$ cat src/rtl/mmio_uart_tx.sv
// Store-mapped 8N1 UART transmitter: stores to TX_ADDR queue a byte, the FSM shifts it out LSB first.
// Byte pops one cycle after capture into an idle unit; a full FIFO drops the store and sets sticky overflow.

module fifo #(
    parameter int W     = 8,
    parameter int DEPTH = 4
) (
    input  logic                     clk,
    input  logic                     reset,
    input  logic                     in_vld,
    output logic                     in_rdy,
    input  logic [W-1:0]             in_dat,
    output logic                     out_vld,
    input  logic                     out_rdy,
    output logic [W-1:0]             out_dat,
    output logic [$clog2(DEPTH):0]   count
);
    localparam int AW = $clog2(DEPTH);
    localparam int CW = AW + 1;

    logic [W-1:0]  mem [DEPTH];
    logic [AW-1:0] wr_ptr;
    logic [AW-1:0] rd_ptr;
    logic          push;
    logic          pop;

    assign out_vld = (count != '0);
    assign out_dat = mem[rd_ptr];
    assign pop     = out_vld && out_rdy;
    // A pop in the same cycle frees the slot, so a full FIFO still accepts.
    assign in_rdy  = (count != CW'(DEPTH)) || pop;
    assign push    = in_vld && in_rdy;

    always_ff @(posedge clk) begin
        if (push) begin
            mem[wr_ptr] <= in_dat;
        end
    end

    always_ff @(posedge clk) begin
        if (!reset) begin
            wr_ptr <= '0;
            rd_ptr <= '0;
            count  <= '0;
        end else begin
            if (push) begin
                wr_ptr <= wr_ptr + AW'(1);
            end
            if (pop) begin
                rd_ptr <= rd_ptr + AW'(1);
            end
            case ({push, pop})
                2'b10:   count <= count + CW'(1);
                2'b01:   count <= count - CW'(1);
                default: count <= count;
            endcase
        end
    end
endmodule

module mmio_uart_tx #(
    parameter int          DEPTH        = 4,
    parameter int          CLKS_PER_BIT = 16,
    parameter logic [31:0] TX_ADDR      = 32'hFFFF_FF00,
    parameter logic [31:0] CTRL_ADDR    = 32'hFFFF_FF04
) (
    input  logic                     clk,
    input  logic                     reset,
    input  logic [31:0]              dataadr,
    input  logic [31:0]              writedata,
    input  logic                     memwrite,
    output logic                     tx,
    output logic                     busy,
    output logic                     empty,
    output logic                     full,
    output logic                     overflow,
    output logic [$clog2(DEPTH):0]   count
);
    localparam int CW = $clog2(DEPTH) + 1;
    localparam int BW = $clog2(CLKS_PER_BIT);

    localparam logic [1:0] IDLE  = 2'd0;
    localparam logic [1:0] START = 2'd1;
    localparam logic [1:0] DATA  = 2'd2;
    localparam logic [1:0] STOP  = 2'd3;

    logic [1:0]    state;
    logic [BW-1:0] baud;
    logic [2:0]    bitn;
    logic [7:0]    shift;
    logic          tx_r;
    logic          ovf_r;

    logic          push_req;
    logic          push_rdy;
    logic          drop;
    logic          clr;
    logic          baud_last;
    logic          fifo_vld;
    logic          fifo_rdy;
    logic [7:0]    fifo_dat;
    logic          unused_wd;

    assign push_req  = memwrite && (dataadr == TX_ADDR);
    assign drop      = push_req && !push_rdy;
    assign clr       = memwrite && (dataadr == CTRL_ADDR) && writedata[0];
    assign baud_last = (baud == BW'(CLKS_PER_BIT - 1));
    // The FSM takes a byte only when idle or on the final stop cycle (gapless frames).
    assign fifo_rdy  = (state == IDLE) || ((state == STOP) && baud_last);
    assign unused_wd = ^writedata[31:8];

    fifo #(.W(8), .DEPTH(DEPTH)) u_fifo (
        .clk     (clk),
        .reset   (reset),
        .in_vld  (push_req),
        .in_rdy  (push_rdy),
        .in_dat  (writedata[7:0]),
        .out_vld (fifo_vld),
        .out_rdy (fifo_rdy),
        .out_dat (fifo_dat),
        .count   (count)
    );

    always_ff @(posedge clk) begin
        if (!reset) begin
            state <= IDLE;
            baud  <= '0;
            bitn  <= '0;
            shift <= '0;
            tx_r  <= 1'b1;
            ovf_r <= 1'b0;
        end else begin
            if (drop) begin
                ovf_r <= 1'b1;
            end else if (clr) begin
                ovf_r <= 1'b0;
            end

            case (state)
                IDLE: begin
                    if (fifo_vld) begin
                        shift <= fifo_dat;
                        baud  <= '0;
                        tx_r  <= 1'b0;
                        state <= START;
                    end
                end
                START: begin
                    if (baud_last) begin
                        baud  <= '0;
                        bitn  <= '0;
                        tx_r  <= shift[0];
                        state <= DATA;
                    end else begin
                        baud <= baud + BW'(1);
                    end
                end
                DATA: begin
                    if (baud_last) begin
                        baud <= '0;
                        if (bitn == 3'd7) begin
                            tx_r  <= 1'b1;
                            state <= STOP;
                        end else begin
                            bitn  <= bitn + 3'd1;
                            shift <= shift >> 1;
                            tx_r  <= shift[1];
                        end
                    end else begin
                        baud <= baud + BW'(1);
                    end
                end
                STOP: begin
                    if (baud_last) begin
                        baud <= '0;
                        if (fifo_vld) begin
                            shift <= fifo_dat;
                            tx_r  <= 1'b0;
                            state <= START;
                        end else begin
                            state <= IDLE;
                        end
                    end else begin
                        baud <= baud + BW'(1);
                    end
                end
                default: state <= IDLE;
            endcase
        end
    end

    assign tx       = tx_r;
    assign busy     = (state != IDLE);
    assign empty    = (count == '0);
    assign full     = (count == CW'(DEPTH));
    assign overflow = ovf_r;
endmodule
$ cat config.mk
export PLATFORM = sky130hd
export DESIGN_NAME = mmio_uart_tx
export DESIGN_NICKNAME = d
export VERILOG_FILES = /design/src/rtl/mmio_uart_tx.sv
export SDC_FILE = /design/constraint.sdc
export NUM_CORES = 1
export LEC_CHECK = 0
export BUFFER_PORTS_ARGS = -buffer_cell sky130_fd_sc_hd__buf_4
export CAP_MARGIN = 20
export CORE_MARGIN = 1.5
export CORE_UTILIZATION = 40
export CTS_BUF_LIST = sky130_fd_sc_hd__clkbuf_4 sky130_fd_sc_hd__clkbuf_8 sky130_fd_sc_hd__clkbuf_16
export DETAILED_ROUTE_END_ITERATION = 16
export PLACE_DENSITY = 0.62
export SYNTH_ARGS = -nofsm -noshare
export SYNTH_HDL_FRONTEND = slang
export SYNTH_SLANG_ARGS = --single-unit
$ cat constraint.sdc
create_clock -name clk -period 3.2 [get_ports clk]
set_input_delay 0.64 -clock clk [delete_from_list [all_inputs] [get_ports clk]]
set_output_delay 0.64 -clock clk [all_outputs]
set_load 0.02 [all_outputs]
# ---- Yosys cells after proc, flatten, opt, wreduce, memory -nomap -nowiden
# Memories as Yosys holds them, arrays and structs flattened. A register that Yosys moved wholly into a read port is not among the register bits.
# Cells that the tools add are included.
dict set report word_totals {
  reg_bits 26
  ramBits 32
  output_inout_bits 8
  n_memories 1
  input_bits 67
}
dict set report classes {
  reduce_logical 23
  n_eq_ne 17
  n_mux 32
  add_sub_neg 6
}
# memory words width rd rd_clocked_by_memory_dff write_ports line
set memory_table {}
lappend memory_table {u_fifo.mem 4 8 1 1 1 21} ;# logic [W-1:0] mem [DEPTH];
# cell count
set op_table {}
lappend op_table {{== test 32 bit, second input constant} 2}
lappend op_table {{two-way mux 8 bit} 4}
lappend op_table {{one-hot mux 8 bit (3 select lines)} 1}
lappend op_table {{two-way mux 2 bit} 7}
lappend op_table {{one-hot mux 3 bit (2 select lines)} 2}
lappend op_table {{two-way mux 1 bit} 10}
lappend op_table {{!= test 2 bit, second input constant} 5}
lappend op_table {{two-way mux 3 bit} 3}
lappend op_table {{two-way mux 4 bit} 2}
lappend op_table {{one-hot mux 2 bit (4 select lines)} 1}
lappend op_table {{one-hot mux 4 bit (2 select lines)} 1}
lappend op_table {{AND reduction 4 bit} 2}
lappend op_table {{nonzero test 2 bit} 4}
lappend op_table {{logical AND 1 bit} 7}
lappend op_table {{adder 3 x 1 -> 3 bit, second input constant} 2}
lappend op_table {{== test 2 bit, second input constant} 3}
lappend op_table {{== test 3 bit, second input constant} 2}
lappend op_table {{nonzero test 3 bit} 2}
lappend op_table {{AND reduction 5 bit} 1}
lappend op_table {{adder 2 x 1 -> 2 bit, second input constant} 2}
lappend op_table {{adder 4 x 1 -> 4 bit, second input constant} 1}
lappend op_table {{== test 2 x 1 -> 1 bit, second input constant} 2}
lappend op_table {{== test 4 bit, second input constant} 1}
lappend op_table {{one-hot mux 1 bit (4 select lines)} 1}
lappend op_table {{9 further kinds} 10}

# ---- Depth between registers and ports, before layout
dict set report logic_depth {
  depth_word 8
  depth_mapped 11
  ltp_nobuf 11
}

# ---- Cells and area by module
# Synthesis repeated with hierarchy kept, for this count alone.
dict set report unflattened {
  hier_cells 251
  area_unflattened_um2 2902.8
}
# module n_inst cells_each seq_area_each_um2 area_each_um2
set by_module_without_submodules {}
lappend by_module_without_submodules {fifo 1 101 1141.1 1674.1}
lappend by_module_without_submodules {mmio_uart_tx 1 150 380.4 1228.7}

# ---- Least setup slack after synthesis
# OpenSTA, ideal clock, no wires.
dict set report synth_timing {
  path_kind {reg-to-reg}
  startpoint {reg u_fifo.count[2]}
  endpoint {reg u_fifo.count[2]}
  n_path_buf 0
  t_required_ns 3.124
  synth_period_minus_slack_ns 2.784
  setup_slack_ns 0.416
  arrival_ns 2.708
  setup_ns 0.076
  stages_incl_launch_ff 10
  cell_sequence {dfxtp_1 nor3b_1 a21oi_1 nand3_2 ha_1 inv_1 fa_1 xor2_1 or3_1 a21boi_0}
}
dict set report synth_via {
  elab_chain_len 6
}
# item line
set synth_lines {}
lappend synth_lines {{start: declaration} 16} ;# output logic [$clog2(DEPTH):0] count
lappend synth_lines {{start signal: assignment} 53} ;# 2'b10: count <= count + CW'(1);
lappend synth_lines {{start signal: assignment} 54} ;# 2'b01: count <= count - CW'(1);
lappend synth_lines {{start signal: assignment} 55} ;# default: count <= count;
lappend synth_lines {{nonzero test 3 bit} 27} ;# assign out_vld = (count != '0);
lappend synth_lines {{logical AND 1 bit} 29} ;# assign pop = out_vld && out_rdy;
lappend synth_lines {{logical OR 1 bit} 31} ;# assign in_rdy = (count != CW'(DEPTH)) || pop;
lappend synth_lines {{logical AND 1 bit} 32} ;# assign push = in_vld && in_rdy;
lappend synth_lines {{== test 2 x 1 -> 1 bit or == test 2 bit (tied branches)} 52} ;# case ({push, pop})
lappend synth_lines {{one-hot mux 3 bit (2 select lines) or nonzero test 2 bit (tied branches)} --}
# Parallel ways exist; a longest one is shown, timed or not.
# A chain may end at the register's enable or synchronous reset.

# ---- Worst setup path after layout
dict set report layout_timing {
  startpoint {reg state[0]}
  endpoint {reg u_fifo.count[2]}
}
dict set report layout_via {
  elab_chain_len 8
}
# item line
set layout_lines {}
lappend layout_lines {{start: declaration} 87} ;# logic [1:0] state;
lappend layout_lines {{start signal: assignment} 126} ;# state <= IDLE;
lappend layout_lines {{start signal: assignment} 145} ;# state <= START;
lappend layout_lines {{start signal: assignment} 153} ;# state <= DATA;
lappend layout_lines {{== test 2 bit} 109} ;# assign fifo_rdy = (state == IDLE) || ((state == STOP) && baud_last);
lappend layout_lines {{logical AND 1 bit} 109}
lappend layout_lines {{logical OR 1 bit *} 109}
lappend layout_lines {{logical AND 1 bit *} 29}
lappend layout_lines {{logical OR 1 bit} 31}
lappend layout_lines {{logical AND 1 bit} 32}
lappend layout_lines {{== test 2 x 1 -> 1 bit or == test 2 bit (tied branches)} 52}
lappend layout_lines {{one-hot mux 3 bit (2 select lines) or nonzero test 2 bit (tied branches)} --}
# Mark *: on every way between the ends. The rest lies on a longest branch, timed or not.

==> flow_summary.yaml <==
outcome:
  outcome: "finished clean"
clock_tree:
  cts_made_buffers: 9
  cts_resized: 0
  cts_buffer_depth: 2
  cts_setup_buffers: 0
  clk_pin_slew_ns: 0.07
  ctsRootBufferMaster: "clkbuf_8"
  cts_tree: "yes"
  worstSkewPairLatency_ns: 0.34
  postCtsHoldBufs: 0
  htreeDepth: 3
  clock-sinks: 60
final_layout:
  diodes: 0
  final_common_cell: "buf_4"
  nNetsFinal: 367
  synthToLayoutAreaGrowth_pct: 25.0
  layout_common_cells: "buf_4 (56), edfxtp_1 (32), dfxtp_1 (28)"
  drive_gt1_frac: 0.313
  fin_area_sq_mm: 0.00356
  final_cells: 387
global_routing:
  antenna_found_initial: 0
  use_met3: 0.0408
  grt_overflow: 0
  met2_usage: 0.253
  grt_pass1_vias: 1989
  grt_pass1_wl_mm: 9.11
  use_met1: 0.202
  grtUsageTotal: 0.159
  grt_max_degree: 31
  grt-busiest-layer: "met2"
worst_setup_path:
  startpoint_type: "register"
  slowest_delay_ns: 0.38
  path_cells: "inv_1 > ha_1 > a41oi_1 > a21oi_1 > nand3_2 > ha_1 > inv_1 > fa_1 > xor2_1 > or3_1 > a21boi_0"
  cp.arrival_ns: 2.94
  cp.required_ns: 3.46
  cp-end-kind: "register"
  critPathSlowestCell: "fa_1"
  worstPathMaxFanout: 5
  critPathKind: "reg -> reg"
power:
  p_leak_nw: 1.34
  internal-power_w: 0.00129
  clock_power_share: 0.465
  pwr-share-comb: 0.033
  total_power_w: 0.00161
  worst_ir_drop_vdd_mv: 0.246
  p_per_area_mw_per_mm2: 452
  seq_power_share: 0.502
  switchingPower_w: 0.000321
  swShare: 0.199
place:
  post_dp_cell_area_sq_mm: 0.00335
  port_buffers: 50
  gp_congestion: 0.740
  dp_cells: 371
  hpwl_mm: 3.78
worst_hold_path:
  hp-class: "in -> reg"
logic_synthesis:
  synth_ff_type: "edfxtp_1"
  syn_nets: 310
  synthArstFlopShare: 0
  synth_seq_cells: 60
  ys_seq_area_frac: 0.533
  syn_inst: 229
  syn_area_sq_mm: 0.00285
  synth_warnings: 0
  avgSynthCellArea_sq_um: 12.5
  synth-edff-count: 32
  synth_cell_types: 50
job:
  drv_cap: 0
drt:
  wl_per_cell_um: 13.9
  antenna_left: 0
  dr_total_vias: 1953
  via_per_inst: 5.05
  dr.pass1.iters: 4
  drc_errors: 0
  wl_mm: 5.37
  drt_iter0_drc: 84
sta:
  rsz0062_at_grt: "false"
  slew_headroom: 0.474
  final_max_slew_viol_count: 0
  fin_crit_ns: 2.68
  skew_ns: 0.00932
  fmax_mhz: 373
  fin_setup_tns_ns: 0
  worst_slew_pin_slew_ns: 0.790
  min_period_over_period: 0.838
  setup_viol: 0
  hold_violations: 0
floorplanning:
  pin_count: 75
  core_area_sq_mm: 0.00683
  die_area_sq_mm: 0.00765
  die_width_um: 87.5
  initial_core_util: 0.418
  die_h_um: 87.5
  rows: 30
-- metal layers --
layer / vias to the layer above / part of all wire / wire (um)
met2: 39 / 0.48 / 2600
met5: - / 0 / 0
met4: 0 / 0.019 / 101
met3: 8 / 0.032 / 170
met1: 933 / 0.46 / 2500
li1: 973 / - / -
-- Yosys cell counts, types with 2 or more instances --
master / count / area, sq um
a21boi_0: 4 / 30.0
nand3_1: 2 / 10.0
nor4b_2: 2 / 30.0
a21oi_1: 10 / 50.1
o31ai_1: 8 / 60.1
mux4_2: 8 / 180
dfxtp_1: 28 / 561
buf_1: 2 / 7.51
edfxtp_1: 32 / 961
inv_1: 14 / 52.6
a22oi_1: 2 / 15.0
clkbuf_1: 5 / 18.8
xor2_1: 3 / 26.3
buf_2: 2 / 10.0
nor2_1: 6 / 22.5
nor3b_1: 5 / 37.5
o21ai_0: 10 / 50.1
nand4_1: 8 / 50.1
mux2i_1: 10 / 100
and2_1: 6 / 37.5
nor4_1: 2 / 12.5
nand2_1: 13 / 48.8
or4_1: 2 / 15.0
nor2b_1: 4 / 25.0
ha_1: 13 / 163
nor3_1: 3 / 15.0
a41oi_1: 2 / 17.5
-- power groups by stage --
stage                     sequential [W]  combinational [W]  clock [W]
after global routing            0.000808          0.0000594   0.000803
after CTS                       0.000809          0.0000547   0.000765
after global placement          0.000826          0.0000534          0
after detailed placement        0.000826          0.0000547          0
final                           0.000809          0.0000539   0.000750
after floorplan                 0.000826         0.00000960          0
-- critical path: cells and delay by family, from the launching register on --
kind / cells / cell delay [ns]
AND/OR/NAND/NOR: 2 / 0.40
adder cells (fa/ha/maj): 3 / 0.80
flip-flops: 1 / 0.37
XOR/XNOR: 1 / 0.17
buffers and inverters: 2 / 0.17
AO/OA/AOI/OAI: 3 / 0.69
-- stage by stage --
step / utilization / setup slack (ns) / hold slack (ns)
after floorplan: - / 0.416 / 0.470
after global placement: 0.490 / 0.416 / 0.481
after detailed placement: 0.490 / 0.315 / 0.498
after CTS: 0.522 / 0.483 / 0.491
after global routing: 0.522 / 0.289 / 0.492
final: 0.522 / 0.518 / 0.501
-- flip-flops by register name, summed over array words and instances, names as in the netlist, named ones only --
signal,flops
baud,4
bitn,3
u_fifo.rd_ptr,2
tx,1
overflow,1
u_fifo.count,3
u_fifo.wr_ptr,2
shift,8
u_fifo.mem,32
state,2
-- area by class of cell --
type,instances,area (sq um)
fillers,623,3270
well taps,96,120
multi-input cells,144,1230
flip-flops and latches,60,1520
clock inverters,6,87.6
clock buffers,10,131
inverters,15,56.3
repair buffers,56,420
-- kinds of logic (layout without fill, tap and decap cells) --
logic type | count (synthesis) | count (layout) | share of synthesized area
multiplexers | 18 | 18 | 0.0982
AO/OA/AOI/OAI | 43 | 43 | 0.105
buffers and inverters | 25 | 87 | 0.0364
AND/OR/NAND/NOR | 65 | 65 | 0.150
XOR/XNOR | 4 | 4 | 0.0123
flip-flops | 60 | 60 | 0.533
adder cells (fa/ha/maj) | 14 | 14 | 0.0640
-- path summary, 6_finish.rpt --
path	cells past startpoint	slack, ns	end	from
worst min register to register	2	0.51	u_fifo.wr_ptr[1]	u_fifo.wr_ptr[1]
worst max-delay path	11	0.52	u_fifo.count[2]	state[0]
worst min-delay path	1	0.50	u_fifo.mem[1][2]	writedata[2]
worst max register to register	11	0.52	u_fifo.count[2]	state[0]
No activity file was read; power rests on OpenSTA's default activity.
